--- config.mk ---
export PLATFORM = sky130hd
export DESIGN_NAME = cover_toggle_collector
export DESIGN_NICKNAME = d
export VERILOG_FILES = /design/src/rtl/cover_pkg.sv /design/src/rtl/cover_lowest_set.sv /design/src/rtl/cover_toggle_collector.sv
export SDC_FILE = /design/constraint.sdc
export NUM_CORES = 1
export LEC_CHECK = 0
export ABC_CLOCK_PERIOD_IN_PS = 1800
export CAP_MARGIN = 20
export CORE_UTILIZATION = 50
export CTS_CLUSTER_SIZE = 14
export DETAILED_ROUTE_END_ITERATION = 10
export DONT_BUFFER_PORTS = 1
export PLACE_DENSITY = 0.68
export SYNTH_ARGS = -nofsm -noshare
export SYNTH_HDL_FRONTEND = slang
export SYNTH_SLANG_ARGS = --single-unit
--- constraint.sdc ---
create_clock -name clock -period 1.8 [get_ports clock]
set_input_delay 0.36 -clock clock [delete_from_list [all_inputs] [get_ports clock]]
set_output_delay 0.36 -clock clock [all_outputs]
set_load 0.005 [all_outputs]
--- src/rtl/cover_pkg.sv ---
// Shared types and widths for the toggle-coverage collector.
package cover_pkg;

    localparam int COVER_INDEX_W = 64;
    localparam int DROP_W        = 16;

    typedef enum logic {
        FIRST_HIT = 1'b0,
        EVERY_HIT = 1'b1
    } cover_mode_e;

    // Width needed to hold a bit position of a WIDTH-bit vector (at least 1).
    function automatic int pos_width(input int width);
        return (width > 1) ? $clog2(width) : 1;
    endfunction

endpackage

--- src/rtl/cover_lowest_set.sv ---
// Lowest-set-bit priority encoder: bit 0 has the highest priority.
module cover_lowest_set
    import cover_pkg::*;
#(
    parameter  int WIDTH = 5,
    localparam int POS_W = pos_width(WIDTH)
) (
    input  logic [WIDTH-1:0] bits,
    output logic             found,
    output logic [POS_W-1:0] pos
);

    always_comb begin
        found = 1'b0;
        pos   = '0;
        // Scanning downward lets the lowest set bit overwrite any higher one.
        for (int i = WIDTH - 1; i >= 0; i--) begin
            if (bits[i]) begin
                found = 1'b1;
                pos   = POS_W'(i);
            end
        end
    end

endmodule

--- src/rtl/cover_toggle_collector.sv ---
// Collects per-point toggle hits into a sticky bitmap and streams the global
// index of each reported point through a single-entry valid/ready register.
module cover_toggle_collector
    import cover_pkg::*;
#(
    parameter  int              WIDTH       = 5,
    parameter  longint unsigned COVER_INDEX = 0,
    parameter  longint unsigned COVER_TOTAL = 10906,
    parameter  cover_mode_e     MODE        = FIRST_HIT,
    localparam int              COUNT_W     = $clog2(WIDTH + 1),
    localparam int              POS_W       = pos_width(WIDTH)
) (
    input  logic                     clock,
    input  logic                     reset,
    input  logic                     enable,
    input  logic                     clear,
    input  logic [WIDTH-1:0]         valid,
    output logic                     rpt_valid,
    input  logic                     rpt_ready,
    output logic [COVER_INDEX_W-1:0] rpt_index,
    output logic [WIDTH-1:0]         covered,
    output logic [COUNT_W-1:0]       covered_count,
    output logic                     all_covered,
    output logic [DROP_W-1:0]        drop_count
);

    if (WIDTH < 1 || WIDTH > 64) begin : g_bad_width
        $error("cover_toggle_collector: WIDTH must be in 1..64");
    end

    if (COVER_INDEX + 64'(WIDTH) > COVER_TOTAL) begin : g_bad_range
        $error("cover_toggle_collector: COVER_INDEX + WIDTH exceeds COVER_TOTAL");
    end

    logic [WIDTH-1:0]  hit;
    logic [WIDTH-1:0]  pending;
    logic [WIDTH-1:0]  pending_next;
    logic [WIDTH-1:0]  new_set;
    logic [WIDTH-1:0]  sel_mask;
    logic [WIDTH-1:0]  covered_next;
    logic              found;
    logic [POS_W-1:0]  sel_pos;
    logic              load_en;
    logic              take;
    logic [6:0]        drop_inc;
    logic [DROP_W:0]   drop_sum;
    logic [DROP_W-1:0] drop_next;

    cover_lowest_set #(
        .WIDTH (WIDTH)
    ) u_lowest (
        .bits  (pending),
        .found (found),
        .pos   (sel_pos)
    );

    always_comb begin
        hit      = valid & {WIDTH{enable}};
        load_en  = ~rpt_valid | rpt_ready;
        take     = found & load_en & ~clear;
        sel_mask = '0;
        if (take) begin
            sel_mask[sel_pos] = 1'b1;
        end

        new_set = (MODE == EVERY_HIT) ? hit : (hit & ~covered);

        // A re-hit only counts as lost if its pending bit survives this edge.
        drop_inc = '0;
        if (MODE == EVERY_HIT) begin
            for (int i = 0; i < WIDTH; i++) begin
                drop_inc = drop_inc + 7'(hit[i] & pending[i] & ~sel_mask[i]);
            end
        end
        drop_sum  = {1'b0, drop_count} + (DROP_W + 1)'(drop_inc);
        drop_next = drop_sum[DROP_W] ? {DROP_W{1'b1}} : drop_sum[DROP_W-1:0];

        if (clear) begin
            covered_next = '0;
            pending_next = '0;
            drop_next    = '0;
        end else begin
            covered_next = covered | hit;
            pending_next = (pending & ~sel_mask) | new_set;
        end
    end

    always_comb begin
        covered_count = '0;
        for (int i = 0; i < WIDTH; i++) begin
            covered_count = covered_count + COUNT_W'(covered[i]);
        end
        all_covered = &covered;
    end

    always_ff @(posedge clock or negedge reset) begin
        if (!reset) begin
            covered    <= '0;
            pending    <= '0;
            drop_count <= '0;
            rpt_valid  <= 1'b0;
            rpt_index  <= '0;
        end else begin
            covered    <= covered_next;
            pending    <= pending_next;
            drop_count <= drop_next;
            // A beat already held survives clear; it is only retired by acceptance.
            if (load_en) begin
                rpt_valid <= take;
                if (take) begin
                    rpt_index <= COVER_INDEX_W'(COVER_INDEX) + COVER_INDEX_W'(sel_pos);
                end
            end
        end
    end

endmodule
# Word-level counts from Yosys, hierarchy flattened
# Index checks and enable logic that the tools add are counted.
[word_totals] register_bits=30 in_bits=10 out_inout_bits=90 word_cells=42
[op_classes] addsub=4 order_cmp=2 n_mux=16 bitwise=12 n_reduce_logical=3
[op_table] operator="$mux 16" n=1
[op_table] operator="$and 5x5->5" n=3
[op_table] operator="$mux 3" n=5
[op_table] operator="$mux 5" n=3
[op_table] operator="$not 5->5" n=2
[op_table] operator="$or 5x5->5" n=2
[op_table] operator="$add 3x1->3" n=2
[op_table] operator="$mux 1" n=6
[op_table] operator="$reduce_and 5->1" n=1
[op_table] operator="$lt 3x4->1 const B" n=1
[op_table] operator="$add 2x1->3" n=1
[op_table] operator="$demux 1 s3" n=1
[op_table] operator="$ge 3x1->1 const B" n=1
[op_table] operator="$add 1x1->2" n=1
[op_table] operator="$and 1x1->1" n=2
[op_table] operator="$not 1->1" n=2
[op_table] operator="$reduce_and 2->1" n=1
[op_table] operator="$logic_and 1x1->1" n=1
[op_table] operator="$or 1x1->1" n=1

# Logic depth before layout (Yosys ltp)
# Gate-level depths: netlist of the first run.
[logic_depth] word_depth=14 ltp_mapped=4 ltp_nobuf=3

# Hierarchy
# Synthesis of the first run repeated with hierarchy kept, for this count alone.
[hier_totals] hier_cells=149 hier_area_um2=1312.5
[by_module_without_submodules] mod="cover_toggle_collector" n_inst=1 cells_per_inst=141 area_per_inst_um2=1263.7 seq_area_each_um2=350.3
[by_module_without_submodules] mod="cover_lowest_set" n_inst=1 cells_per_inst=8 area_per_inst_um2=48.8 seq_area_each_um2=0.0

# Worst setup path after synthesis of the first run
# Ideal clock, no wire load.
[synth_timing] kind="reg-to-output" from="register covered[0]" to="output covered_count[1]" arrival_time_ns=1.564 t_required_ns=1.440 slack_ns=-0.124 path_stages_with_launch=4 path_buffers=0 path_cell_list="dfrtp_1 fa_1 fa_1 ha_1"
[synth_between] elab_chain_len=4
[synth_rtl] item="start, declared" line_no="cover_toggle_collector.sv:21" source="output logic [WIDTH-1:0] covered,"
[synth_rtl] item="start signal, assigned" line_no="cover_toggle_collector.sv:104" source="covered <= covered_next;"
[synth_rtl] item="$add 1x1->2" line_no="cover_toggle_collector.sv:91" source="covered_count = covered_count + COUNT_W'(covered[i]);"
[synth_rtl] item="$add 2x1->3" line_no="cover_toggle_collector.sv:91"
[synth_rtl] item="$add 3x1->3 (2 in series)" line_no="cover_toggle_collector.sv:91"
[synth_rtl] item="end, declared" line_no="cover_toggle_collector.sv:22" source="output logic [COUNT_W-1:0] covered_count,"
# No other way between the ends.

# Worst setup path after layout of the first run
[layout_timing] from="register covered[3]" to="output covered_count[1]"
[layout_between] elab_chain_len=2
[layout_rtl] item="$add 3x1->3 (2 in series)" line_no="cover_toggle_collector.sv:91"
# No other way between the ends.

==> summary.txt, run 1 <==
Status
  • Status: complete, but fails checks
  • Violations in the final reports: negative setup slack

Pwr
  • Sw Ratio: 31.9%
  • PwrDens: about 680 nW/µm²
  • NetSw: 235 µW
  • Internal Dissipation: ~500 µW
  • VDD IR max: roughly 0.49 mV
  • Gate power share: 23.4%
  • LEAKAGE: around 0.00059 µW
  • PnR Total Power: 737 µW
  • Seq pwr share: 53.0%
  • Clock share of power: 23.5%

Synth
  • Library cells used by synthesis: 26
  • YS warnings: 0
  • Cells after synthesis: 144
  • Mean Syn Cell Area: 8.91 µm²
  • Cell area after synthesis: 1280 µm²
  • Async S/R FF share, synth: 100%
  • Post-synth EDFFs: 0
  • Register area share after synthesis: 27.3%
  • Post-synth top flop: dfrtp_1
  • Yosys reg bits: 14

Timing
  • Setup-failing EPs final: 3
  • Worst Skew: 0.000548 ns
  • Setup ws final: -0.383 ns
  • Pins Over Slew Limit: 0
  • Fin crit share: 121%
  • Actual slew at the worst max-slew pin: 0.683 ns
  • RSZ-0062 raised after global routing: true
  • Slew headroom: 54.4%
  • Final hold violations: 0
  • Minimum clock period: about 2.2 ns
  • Maximum clock frequency: 0.458 GHz

Routing
  • DRT iter0 DRCs: 11
  • Antenna Nets Post-Route: 0
  • # DRC: 0
  • Mean number of vias per cell: 4.14
  • Total wire length: approximately 1700 µm
  • Routed WL per cell: 9.95 µm
  • DRT Pass-1 Iters: 3
  • Via count: 724

Worst setup path
  • CP arrival: 1.82 ns
  • Critical Path Max Stage Delay: 0.50 ns
  • Required @ worst endpoint: 1.44 ns
  • Crit-path cells: fa_1 > fa_2 > ha_4
  • Crit end category: primary output
  • Maximum net fanout on the critical path: 2
  • Crit-path leading delay family: adder cells
  • Worst path bufs/invs: 0
  • Critical path class: reg2out
  • Startpoint type of the worst setup path: register
  • Slowest CP cell: fa_1

Layout
  • Share of layout cells above drive strength 1: 7.48%
  • # fillers: 247
  • Final layout net count: 163
  • Register Area: 350 µm²
  • Layout area overhead: -15.2%
  • Post-layout util: 46.9%
  • Multi-input gate area: 632 µm²
  • Diode count: 0

Clock tree
  • CTS root buffer: clkbuf_4
  • CTS H-Tree Depth: 1
  • Clk sinks: 14
  • TritonCTS Buffers: 3
  • Clock slew at reported path FFs: 0.08 ns
  • Clock Latency Late Sink: 0.27 ns
  • CTS tree: built
  • Clock Tree Buf Depth: 2

Worst hold path
  • Hold Crit Class: in2reg

Floorplan
  • Initial Util: a little under three fifths
  • Die footprint: 2770 µm²
  • Chip height: 52.6 µm
  • Area of the core: roughly 2300 µm²
  • Die width: 52.6 µm
  • # rows: 17
  • Number of placed I/O pins: 100

GRT
  • Number of global-route vias before repair: 601
  • Global-route wire length before repair: 2560 µm
  • GRT Total Usage: a little over an eighth
  • Largest net degree at the start of global routing: 22
  • Aggregate global routing overflow: 0
  • Initial antenna violation count: 0

Place
  • Post-DP HPWL: 1360 µm
  • Routability Congestion: 0.718
  • Port Buffers: 0

Flow run
  • Max-cap viol count: 0
## layout make-up
| class | count | share of cell area, % |
|---|---|---|
| clock buffer | 3 | 2.07 |
| sequential | 14 | 32.2 |
| tap | 28 | 3.22 |
| timing repair buffer | 5 | 3.68 |
| inverter | 2 | 0.690 |
| multi-input combinational | 123 | 58.1 |
## cell families (layout without fill, tap and decap cells)
| family | count (synthesis) | in the layout | synth area share (%) |
|---|---|---|---|
| buffers and inverters | 83 | 10 | 46.8 |
| AO/OA/AOI/OAI | 22 | 22 | 10.8 |
| AND/OR/NAND/NOR | 20 | 20 | 9.66 |
| flip-flops | 14 | 14 | 27.3 |
| adder cells (fa/ha/maj) | 4 | 4 | 5.07 |
| other | 1 | 77 | 0.292 |
## through the flow
stage	hold slack (ns)	setup WS (ns)	TNS [ns]	cells	cell area, µm²
finish	0.137	-0.383	-0.962	175	1090
global route	0.123	-0.466	-1.18	175	1090
CTS	0.127	-0.398	-1.00	175	1090
detailed placement	0.0647	-0.0958	-0.0958	170	1050
global placement	0.0648	-0.0689	-0.0689	170	1050
floorplan	0.0644	-0.0975	-0.0994	220	1580
## worst register-to-register path, stage by stage, from the launching register on
cell and delay, ns:
dfrtp_1 0.43, or4_4 0.57, or3b_1 0.38, o211ai_1 0.10
## path summary, 6_finish.rpt
path / startpoint / endpoint / slack [ns] / cells past startpoint
worst max-delay path: covered[3]$_DFF_PN0_ / covered_count[1] / -0.38 / 3
worst min-delay path: clear / pending[3]$_DFF_PN0_ / 0.14 / 1
worst max register to register: pending[2]$_DFF_PN0_ / rpt_index[0]$_DFFE_PN0P_ / 0.24 / 3
worst min register to register: rpt_index[2]$_DFFE_PN0P_ / rpt_index[2]$_DFFE_PN0P_ / 0.59 / 1
max in group asynchronous: reset / rpt_index[1]$_DFFE_PN0P_ / 0.83 / 1
min in group asynchronous: reset / covered[2]$_DFF_PN0_ / 0.55 / 1
## registers in the layout (all words and copies together), names as in the netlist
signal,flops
covered,5
rpt_valid,1
rpt_index,3
pending,5
## cells in the final DEF (no fill, tap or decap), drive strengths merged, types with 2 or more instances in the layout
| cell type | Yosys | final |
|---|---|---|
| ha | 2 | 2 |
| a21oi | 11 | 11 |
| nor2 | 8 | 8 |
| clkbuf | 3 | 3 |
| conb | 1 | 77 |
| dfrtp | 14 | 14 |
| o21ai | 2 | 2 |
| nand3b | 5 | 5 |
| fa | 2 | 2 |
| o31ai | 3 | 3 |
| inv | 2 | 2 |
| buf | 78 | 4 |
| or3 | 2 | 2 |
## power groups by stage
stage	registers [µW]	clock network, µW	logic (µW)
floorplan	390	0	263
global placement	396	0	156
detailed placement	399	0	160
CTS	392	181	171
global route	398	190	206
finish	391	174	173
## synthesized netlist by cell type, types with 2 or more instances
cell	instances	area, µm²
nor2_1	8	30.0
clkbuf_1	3	11.3
o31ai_1	3	22.5
fa_1	2	40.0
nand3b_1	5	37.5
o21ai_0	2	10.0
buf_4	77	578
ha_1	2	25.0
a21oi_1	11	55.1
inv_1	2	7.51
dfrtp_1	14	350
## timing repair
action,4_1_cts,5_1_grt
buffers inserted,1,0
hold buffers,1,0
resized for setup,0,0
hold endpoints to repair,14,0
endpoints found under the setup margin,3,3
## per-layer routing
metal / track usage, % / share of wire, % / vias up
li1: - / - / 326
met1: 16.3 / 40 / 334
met2: 19.4 / 48 / 60
met3: 6.09 / 11 / 4
met4: 4.82 / 1.0 / 0
met5: 0 / 0 / -
No activity file was read; power rests on OpenSTA's default activity.
==> run 2, diff against run 1 <==
--- a/config.mk
+++ b/config.mk
@@ -7,6 +7,7 @@
 export LEC_CHECK = 0
 export ABC_CLOCK_PERIOD_IN_PS = 1800
 export CAP_MARGIN = 20
+export CORE_MARGIN = 10
 export CORE_UTILIZATION = 50
 export CTS_CLUSTER_SIZE = 14
 export DETAILED_ROUTE_END_ITERATION = 10
==> run 2 against run 1 <==
Effect of this change: the flow still finishes with violations (negative setup slack); clock-buffer cell count grew 1; sequential power is 1% higher; worst hold slack better by 0.0042 ns; register-to-register slack about the same; maximum frequency rose by 0.12%.
==> summary.txt, run 2 (synthesized netlist as in run 1, its figures left out) <==
Status
  • Status: complete, but fails checks
  • Violations in the final reports: negative setup slack

Pwr
  • PnR Total Power: 794 µW (+7.8%)
  • Clock share of power: 27.7% (+4.2 points)
  • LEAKAGE: 0.000594 µW (+0.34%)
  • Seq pwr share: 49.7% (-3.3 points)
  • PwrDens: 725 nW/µm² (+6.9%)
  • VDD IR max: 0.419 mV (-15%)
  • Sw Ratio: 31.2% (-0.71 points)
  • Internal Dissipation: 546 µW (+8.9%)
  • Gate power share: 22.6% (-0.8 points)
  • NetSw: 248 µW (+5.4%)

Layout
  • Post-layout util: 44.6% (-2.2 points)
  • Largest registers: covered: 5 flops, pending: 5 flops, rpt_index: 3 flops
  • Most frequent cells in the layout: conb_1 (77), dfrtp_1 (14), a21oi_1 (11)
  • # fillers: 253 (+2.4%)
  • Final Non-Filler Cells: 177 (+1.1%)
  • Share of layout cells above drive strength 1: 7.48% (unchanged)
  • Final layout net count: 162 (-0.61%)
  • Most common cell after layout, fill and taps aside: conb_1
  • Layout area overhead: -14.5%
  • Diode count: 0 (unchanged)

Place
  • Placed cells: 172 (+1.2%)
  • Port Buffers: 0 (unchanged)
  • Routability Congestion: 0.747 (+4.1%)
  • Post-DP HPWL: 2270 µm (+67%)

GRT
  • Number of global-route vias before repair: 802 (+33%)
  • Largest net degree at the start of global routing: 22 (unchanged)
  • Initial antenna violation count: 0 (unchanged)
  • Met2 GRT Util: 16.0% (-3.4 points)
  • GRT Total Usage: 9.57% (-3.5 points)
  • Met1 Usage GRT: 8.08% (-8.3 points)
  • Met3 Usage GRT: 9.76% (+3.7 points)
  • Most crowded layer after global routing: met2
  • Aggregate global routing overflow: 0 (unchanged)
  • Global-route wire length before repair: 4130 µm (+62%)

Clock tree
  • Clock Tree Buf Depth: 2 (unchanged)
  • Clock Latency Late Sink: 0.27 ns (about the same)
  • Clock slew at reported path FFs: 0.09 ns (about the same)
  • CTS root buffer: clkbuf_4
  • Clk sinks: 14 (unchanged)
  • Post-cts repair resize count: 0 (unchanged)
  • CTS tree: built
  • CTS H-Tree Depth: 1 (unchanged)
  • TritonCTS Buffers: 3 (unchanged)

Routing
  • DRT iter0 DRCs: 5 (-6)
  • Total wire length: 2590 µm (+49%)
  • Via count: 718 (-0.83%)
  • DRT Pass-1 Iters: 4 (+1)
  • Mean number of vias per cell: 4.06 (-1.9%)
  • # DRC: 0 (unchanged)
  • Antenna Nets Post-Route: 0 (unchanged)
  • Routed WL per cell: 14.6 µm (+47%)

Floorplan
  • # rows: 18 (+1)
  • Initial Util: 52.2% (-3.1 points)
  • Die footprint: 4990 µm² (+80%)
  • Die width: 70.6 µm (+34%)
  • Chip height: 70.6 µm (+34%)
  • Number of placed I/O pins: 100 (unchanged)
  • Area of the core: 2450 µm² (+5.9%)

Timing
  • Final hold violations: 0 (unchanged)
  • Setup-failing EPs final: 3 (unchanged)
  • Setup TNS: -0.955 ns (+0.00779 ns)
  • Fin crit share: 121% (-0.15 points)
  • Worst Skew: 0.00440 ns (+0.00385 ns)
  • Maximum clock frequency: 0.459 GHz (+0.12%)
  • Actual slew at the worst max-slew pin: 0.695 ns (+0.0121 ns)
  • Pins Over Slew Limit: 0 (unchanged)
  • RSZ-0062 raised after global routing: true
  • Setup ws final: -0.380 ns (+0.00269 ns)
  • Slew headroom: 53.6% (-0.81 points)
  • Minimum clock period: 2.18 ns (-0.00269 ns)

Flow run
  • Max-cap viol count: 0 (unchanged)

Worst setup path
  • Crit-path cells: fa_1 > fa_2 > ha_4
  • Worst path bufs/invs: 0 (unchanged)
  • Crit end category: primary output
  • Slowest CP cell: fa_1
  • R2R Path End: rpt_index[0]$_DFFE_PN0P_
  • Critical Path Max Stage Delay: 0.50 ns (about the same)
  • Critical path class: reg2out
  • CP arrival: 1.82 ns (about the same)
  • Maximum net fanout on the critical path: 2 (unchanged)
  • Path depth of the worst reg2reg path: 3 (unchanged)
  • Startpoint type of the worst setup path: register
  • R2r startpoint: pending[2]$_DFF_PN0_
  • Levels on crit path: 3 (unchanged)
  • Crit-path leading delay family: adder cells
  • FF-to-FF setup slack: 0.25 ns (about the same)
  • Required @ worst endpoint: 1.44 ns (about the same)

Worst hold path
  • Worst hold endpoint: pending[0]$_DFF_PN0_
  • Worst hold path depth: 1 (unchanged)
  • Hold_sp: clear
  • Hold Crit Class: in2reg
[run 2: cell types whose count changed in the layout (fill, tap and decap cells not counted)]
cell,previous run,this run
buf_4,4,3
clkbuf_8,0,1
[run 2: worst reg2reg max path, stage by stage, from the launching register on]
cell and delay (ns):
dfrtp_1 0.42, or4_4 0.57, or3b_1 0.38, o211ai_1 0.09
[run 2: how the worst max path moves through the flow]
| stage | slack [ns] | to | startpoint |
|---|---|---|---|
| finish | -0.38 | covered_count[1] | covered[3]$_DFF_PN0_ |
| global route | -0.44 | covered_count[1] | covered[3]$_DFF_PN0_ |
| CTS | -0.41 | covered_count[1] | covered[3]$_DFF_PN0_ |
| detailed placement | -0.09 | covered_count[1] | covered[3]$_DFF_PN0_ |
| global placement | -0.07 | covered_count[1] | covered[3]$_DFF_PN0_ |
| floorplan | -0.1 | covered_count[1] | covered[3]$_DFF_PN0_ |
[run 2: timing repair]
item                       CTS  global route
setup buffers                0             0
hold endpoints to repair    14             0
setup endpoints to repair    3             3
cloned                       0             0
hold buffers                 1             0
[run 2: final cells by class]
type	instances	area, µm²	share of cell area [%]
multi-input cells	123	632	57.6
flip-flops and latches	14	350	32.0
well taps	30	37.5	3.42
clock buffers	4	36.3	3.31
repair buffers	4	32.5	2.97
inverters	2	7.51	0.685
[run 2: power groups by stage]
stage,registers (µW),logic (µW),clock network (µW)
2_1_floorplan,390,263,0
6_report,395,180,220
4_1_cts,398,173,236
3_3_place_gp,400,158,0
3_5_place_dp,404,163,0
5_1_grt,403,212,253
[run 2: metrics by stage]
stage / hold WS, ns / area (µm²) / setup slack [ns]
floorplan: 0.0644 / 1580 / -0.0975
global placement: 0.0649 / 1050 / -0.0718
detailed placement: 0.0650 / 1050 / -0.0943
CTS: 0.121 / 1100 / -0.410
global route: 0.115 / 1100 / -0.440
finish: 0.142 / 1100 / -0.380
[run 2: layer usage]
| layer | wire length [µm] | share of wire, % |
|---|---|---|
| met4 | 0 | 0 |
| met2 | 1270 | 49 |
| met1 | 694 | 27 |
| met5 | 0 | 0 |
| met3 | 631 | 24 |
